[src/rtl/mips32_loader_pkg.sv]
// Shared types and constants for the MIPS32 instruction-memory boot loader.
package mips32_loader_pkg;

  typedef enum logic [2:0] {
    IDLE    = 3'd0,
    LEN_LO  = 3'd1,
    PAYLOAD = 3'd2,
    CSUM    = 3'd3,
    DONE    = 3'd4,
    ERROR   = 3'd5
  } state_t;

  localparam logic [1:0] ERR_NONE = 2'b00;
  localparam logic [1:0] ERR_LEN  = 2'b01;
  localparam logic [1:0] ERR_CSUM = 2'b10;
  localparam logic [1:0] ERR_TMO  = 2'b11;

endpackage

[src/rtl/mips32_word_packer.sv]
// Big-endian byte-to-word packer: the fourth byte of each group produces a
// one-cycle word_valid pulse on the following cycle.
module mips32_word_packer (
  input  logic        clk,
  input  logic        rst_n,
  input  logic        clear,
  input  logic        byte_valid,
  input  logic [7:0]  byte_data,
  output logic [1:0]  byte_cnt,
  output logic        word_valid,
  output logic [31:0] word_data
);

  logic [23:0] shift_reg;
  logic [1:0]  cnt_reg;
  logic        word_valid_reg;
  logic [31:0] word_reg;

  always_ff @(posedge clk or negedge rst_n) begin
    if (!rst_n) begin
      shift_reg      <= '0;
      cnt_reg        <= '0;
      word_valid_reg <= 1'b0;
      word_reg       <= '0;
    end else begin
      word_valid_reg <= 1'b0;
      if (clear) begin
        shift_reg <= '0;
        cnt_reg   <= '0;
      end else if (byte_valid) begin
        shift_reg <= {shift_reg[15:0], byte_data};
        cnt_reg   <= cnt_reg + 2'd1;
        if (cnt_reg == 2'd3) begin
          word_reg       <= {shift_reg, byte_data};
          word_valid_reg <= 1'b1;
        end
      end
    end
  end

  assign byte_cnt   = cnt_reg;
  assign word_valid = word_valid_reg;
  assign word_data  = word_reg;

endmodule

[src/rtl/mips32_imem_loader.sv]
// Framed boot loader: LEN_HI, LEN_LO, 4*N payload bytes, XOR checksum.
// Writes words 0..N-1 into instruction memory and releases the core on success.
module mips32_imem_loader
  import mips32_loader_pkg::*;
#(
  parameter int ADDR_W  = 10,
  parameter int DEPTH   = 1024,
  parameter int TIMEOUT = 4096
) (
  input  logic              clk,
  input  logic              rst_n,
  input  logic              restart,
  input  logic              in_valid,
  output logic              in_ready,
  input  logic [7:0]        in_data,
  output logic              imem_we,
  output logic [ADDR_W-1:0] imem_addr,
  output logic [31:0]       imem_wdata,
  output logic              core_run,
  output logic              load_err,
  output logic [1:0]        err_code,
  output logic [ADDR_W:0]   words_loaded
);

  localparam int TMO_W = $clog2(TIMEOUT) + 1;

  state_t              state_reg, state_next;
  logic [1:0]          err_reg, err_next;
  logic                ready_arm_reg;
  logic [7:0]          len_hi_reg;
  logic [7:0]          xor_reg;
  logic [15:0]         n_reg;
  logic [ADDR_W:0]     words_loaded_reg;
  logic [ADDR_W-1:0]   addr_reg;
  logic [TMO_W-1:0]    tmo_reg;

  logic                accept;
  logic                word_last;
  logic                frame_last;
  logic                tmo_hit;
  logic                counting;
  logic                pk_clear;
  logic [1:0]          byte_cnt;
  logic [15:0]         len_word;

  assign len_word   = {len_hi_reg, in_data};
  assign accept     = in_valid & in_ready;
  assign word_last  = accept && (state_reg == PAYLOAD) && (byte_cnt == 2'd3);
  assign frame_last = (32'(words_loaded_reg) + 32'd1) == 32'(n_reg);
  assign counting   = (state_reg == LEN_LO) || (state_reg == PAYLOAD) || (state_reg == CSUM);
  assign tmo_hit    = !accept && (tmo_reg == TMO_W'(TIMEOUT - 1));
  assign pk_clear   = restart | (accept && (state_reg == IDLE));

  mips32_word_packer u_packer (
    .clk        (clk),
    .rst_n      (rst_n),
    .clear      (pk_clear),
    .byte_valid (accept && (state_reg == PAYLOAD)),
    .byte_data  (in_data),
    .byte_cnt   (byte_cnt),
    .word_valid (imem_we),
    .word_data  (imem_wdata)
  );

  always_ff @(posedge clk or negedge rst_n) begin
    if (!rst_n) begin
      state_reg <= IDLE;
      err_reg   <= ERR_NONE;
    end else begin
      state_reg <= state_next;
      err_reg   <= err_next;
    end
  end

  always_comb begin
    state_next = state_reg;
    err_next   = err_reg;
    if (restart) begin
      state_next = IDLE;
      err_next   = ERR_NONE;
    end else begin
      case (state_reg)
        IDLE: begin
          if (accept) state_next = LEN_LO;
        end
        LEN_LO: begin
          if (accept) begin
            if ({16'd0, len_word} > 32'(DEPTH)) begin
              state_next = ERROR;
              err_next   = ERR_LEN;
            end else if (len_word == 16'd0) begin
              state_next = CSUM;
            end else begin
              state_next = PAYLOAD;
            end
          end else if (tmo_hit) begin
            state_next = ERROR;
            err_next   = ERR_TMO;
          end
        end
        PAYLOAD: begin
          if (word_last && frame_last) begin
            state_next = CSUM;
          end else if (tmo_hit) begin
            state_next = ERROR;
            err_next   = ERR_TMO;
          end
        end
        CSUM: begin
          if (accept) begin
            if (in_data == xor_reg) begin
              state_next = DONE;
            end else begin
              state_next = ERROR;
              err_next   = ERR_CSUM;
            end
          end else if (tmo_hit) begin
            state_next = ERROR;
            err_next   = ERR_TMO;
          end
        end
        DONE:    state_next = DONE;
        ERROR:   state_next = ERROR;
        default: state_next = IDLE;
      endcase
    end
  end

  // ready_arm_reg keeps in_ready low until the first edge after reset release.
  always_comb begin
    in_ready = ready_arm_reg && !restart &&
               ((state_reg == IDLE) || counting);
    core_run = (state_reg == DONE);
    load_err = (state_reg == ERROR);
    err_code = err_reg;
  end

  always_ff @(posedge clk or negedge rst_n) begin
    if (!rst_n) begin
      ready_arm_reg    <= 1'b0;
      len_hi_reg       <= '0;
      xor_reg          <= '0;
      n_reg            <= '0;
      words_loaded_reg <= '0;
      addr_reg         <= '0;
      tmo_reg          <= '0;
    end else begin
      ready_arm_reg <= 1'b1;
      if (restart) begin
        xor_reg          <= '0;
        words_loaded_reg <= '0;
        tmo_reg          <= '0;
      end else begin
        if (accept) begin
          xor_reg <= (state_reg == IDLE) ? in_data : (xor_reg ^ in_data);
        end
        if (accept && (state_reg == IDLE)) begin
          len_hi_reg       <= in_data;
          words_loaded_reg <= '0;
        end
        if (accept && (state_reg == LEN_LO)) begin
          n_reg <= len_word;
        end
        // Address is the pre-increment index; the count moves with imem_we.
        if (word_last) begin
          addr_reg         <= words_loaded_reg[ADDR_W-1:0];
          words_loaded_reg <= words_loaded_reg + 1'b1;
        end
        if (accept || (state_next != state_reg)) begin
          tmo_reg <= '0;
        end else if (counting) begin
          tmo_reg <= tmo_reg + 1'b1;
        end
      end
    end
  end

  assign imem_addr    = addr_reg;
  assign words_loaded = words_loaded_reg;

endmodule

[config.mk]
export PLATFORM = sky130hd
export DESIGN_NAME = mips32_imem_loader
export DESIGN_NICKNAME = d
export VERILOG_FILES = /design/src/rtl/mips32_loader_pkg.sv /design/src/rtl/mips32_word_packer.sv /design/src/rtl/mips32_imem_loader.sv
export SDC_FILE = /design/constraint.sdc
export NUM_CORES = 1
export LEC_CHECK = 0
export CORE_MARGIN = 3
export CORE_UTILIZATION = 35
export DETAILED_ROUTE_END_ITERATION = 16
export PLACE_DENSITY = 0.53
export SLEW_MARGIN = 20
export SYNTH_ARGS = -nofsm -noshare
export SYNTH_HDL_FRONTEND = slang
export SYNTH_HIERARCHICAL = 1
export SYNTH_SLANG_ARGS = --single-unit
[constraint.sdc]
create_clock -name clk -period 3.1 [get_ports clk]
set_input_delay 0.465 -clock clk [delete_from_list [all_inputs] [get_ports clk]]
set_output_delay 0.465 -clock clk [all_outputs]
set_load 0.01 [all_outputs]
==> flow_metrics.py, run 1 <==
metrics = {
    "yosys": {
        "avgSynthCellArea_sq_um": 11.6,
        "syn_inst": 533,
        "synth.largest_area_cell": "dfrtp_1",
        "ys_top_cells_by_count": "131 x dfrtp_1, 61 x nor2_1, 55 x nand2_1",
        "synth_fa_ha_area_share_pct": 0.608,
        "synthMuxAreaShare_pct": 16.2,
        "syn-cell-area_sq_mm": 0.00617,
        "synth_top_area_share_pct": 53.1,
        "synth_compound_area_share_pct": 7.62,
        "synth_edf_count": 0,
        "yosys.area_share.simple_pct": 13.8,
        "synth_flop_cell": "dfrtp_1",
        "synth_xor_area_share_pct": 4.96,
        "ys_warn_count": 6,
        "post-synth-top-count-cell": "dfrtp_1",
        "seq_area_frac_synth_pct": 53.1,
        "ys_seq_elements": 131,
        "synth_area_leaders": "dfrtp_1 53%, mux2_4 7.1%, mux2_2 5.1%, mux2i_1 4.1%, nor2_1 3.7%",
        "syn_nets": 548,
        "synth_cell_types": 59,
        "synth_top_family_by_area": "multiplexers",
        "async_reset_ff_share_pct": 100,
    },
    "routing": {
        "dr.pass1.iters": 4,
        "drt_wl_total_um": 13700,
        "drc": 0,
        "wl_per_cell_um": 16.1,
        "antenna_left": 0,
        "viasPerCell": 5.04,
        "via_count": 4286,
        "drtIter0Drc": 287,
    },
    "timing": {
        "max_freq_mhz": 378,
        "finalCriticalPeriod_ns": 2.65,
        "final_hold_viol_count": 0,
        "tns_ns": 0,
        "setup_violations": 0,
        "slew_viol_final": 0,
        "hold_slack_ns": 0.0459,
        "period_share_pct": 85.4,
        "relSlewSlack_pct": 44.1,
        "fin_skew_ns": 0.00708,
        "rsz0062_at_grt": "no",
        "timing.final.ws_setup_ns": 0.453,
        "tightest_slew_ns": 0.838,
    },
    "grt": {
        "grt_max_degree": 61,
        "antenna_found_initial": 0,
        "gr-total-overflow": 0,
        "grt_pass1_vias": 4266,
        "grt_usage_pct": 14.7,
        "grt_pass1_wl_um": 22800,
    },
    "power_and_ir_drop": {
        "p_leak_nw": 3.50,
        "vdd_ir_drop_max_mv": 0.424,
        "p_per_area_mw_per_mm2": 580,
    },
    "die": {
        "dieArea_sq_mm": 0.0193,
        "die_y_um": 139,
        "fp-row-count": 47,
        "ios": 71,
        "core_area_sq_mm": 0.0169,
        "initial_core_util_pct": 36.5,
        "die_x_um": 139,
    },
    "place": {
        "place_inst": 819,
        "dpl.hpwl_um": 9350,
        "place.gp.congestion": 0.756,
        "pre_cts_slack_ns": 0.385,
        "io_buffers": 70,
    },
    "job": {
        "max_cap_viol_count": 0,
    },
    "layout": {
        "seq_area_sq_mm": 0.00328,
        "antenna_cells": 0,
        "drive_above_1_share_pct": 18.7,
        "fin_cells": 850,
        "multiInputGateArea_sq_mm": 0.00268,
        "nFillCells": 1575,
        "nets": 633,
        "largest_reg_flops": 32,
        "postLayoutCoreUtil_pct": 45.7,
        "syn2layout_area_growth_pct": 25.3,
    },
    "clock_tree": {
        "cts_buffers": 17,
        "clk_latency_ns": 0.42,
        "cts_buffer_depth": 2,
        "ctsHtreeMaxLevel": 4,
        "post_cts_buffers": 0,
        "path_clk_slew_ns": 0.06,
        "cts-resized-gates": 0,
        "cts-root-buf": "clkbuf_16",
        "cts.sinks": 131,
        "cts_hold_buf": 0,
        "cts_tree": "done",
    },
    "worst_setup_path": {
        "worstRegToRegCells": 8,
        "crit_type": "register to output port",
        "r2r_start": "words_loaded[0]$_DFFE_PN0P_",
        "cp.required_ns": 2.63,
        "start_kind": "register",
        "ff2ff_setup_slack_ns": 0.65,
        "worstReg2RegEnd": "err_code[0]$_DFFE_PN0P_",
        "slowest_delay_ns": 0.64,
        "slowest_stage": "dfrtp_1",
        "arrival_ns": 2.18,
        "cp_cell_sequence": "inv_1, nor3_1, clkdlybuf4s50_1",
        "end_kind": "output port",
        "worstPathMaxFanout": 12,
    },
    "outcome": {
        "status": "finished clean",
    },
    "min_path": {
        "hp-class": "primary input to async pin",
    },
}
==> where the power goes <==
part           switching (mW)  total (mW)  internal (mW)
sequential              0.113        1.97           1.85
combinational           0.230       0.486          0.255
clock                   0.715        2.04           1.32
==> worst max-delay path, delay by kind of cell (launching register included) <==
family                 cells  cell delay (ns)
flip-flops                 1             0.64
buffers and inverters      2             0.80
AND/OR/NAND/NOR            1             0.33
==> how the worst max path moves through the flow <==
stage	startpoint	end	slack [ns]	cells after the start
after floorplan	words_loaded[0]$_DFFE_PN0P_	err_code[0]$_DFFE_PN0P_	0.93	8
after global routing	state_reg[2]$_DFF_PN0_	load_err	0.38	3
final	state_reg[2]$_DFF_PN0_	core_run	0.45	3
after detailed placement	in_data[4]	err_code[0]$_DFFE_PN0P_	0.38	9
after CTS	state_reg[2]$_DFF_PN0_	core_run	0.47	3
after global placement	in_data[4]	err_code[0]$_DFFE_PN0P_	0.39	9
==> per-layer routing <==
layer,share of wire (%),global-route usage [%],up-vias
met5,0,0,-
met4,1.7,5.41,0
met3,3.2,3.52,18
met2,46,22.4,89
met1,49,20.5,2138
li1,-,-,2041
==> cell families (layout without fill, tap and decap cells) <==
family | Yosys count | after routing
other cells | 1 | 1
flops | 131 | 131
mux | 82 | 82
compound gates | 73 | 73
xor+xnor | 35 | 35
simple gates | 175 | 175
buf+inv | 33 | 130
fa+ha+maj | 3 | 3
==> final cells by class <==
class	instances	area share [%]
Clock buffer	23	6.18
Clock inverter	8	1.63
Multi-Input combinational cell	369	34.6
Timing Repair Buffer	93	11.4
Sequential cell	131	42.4
Inverter	6	0.291
Tap cell	220	3.56
==> per-stage QoR <==
step	cell area (sq um)	power (mW)
2_1_floorplan	6170	2.31
3_3_place_gp	7140	2.47
3_5_place_dp	7140	2.49
4_1_cts	7740	4.55
5_1_grt	7740	4.70
6_report	7740	4.49
==> placed cells by master (no fill, tap or decap), drive strengths merged, types with 18 or more instances in the layout <==
cell	count
xnor2	18
buf	24
mux2	57
o21ai	28
mux2i	25
nor2	61
clkdlybuf4s50	69
dfrtp	131
nand2	55
clkbuf	23
(Power assumes the default switching activity.)
==> run 2: changes to the inputs <==
--- a/config.mk
+++ b/config.mk
@@ -5,6 +5,7 @@
 export SDC_FILE = /design/constraint.sdc
 export NUM_CORES = 1
 export LEC_CHECK = 0
+export ABC_CLOCK_PERIOD_IN_PS = 3100
 export CORE_MARGIN = 3
 export CORE_UTILIZATION = 35
 export DETAILED_ROUTE_END_ITERATION = 16
==> results of run 2 <==
The final DEF is identical to that of run 1; final timing and power are the same.
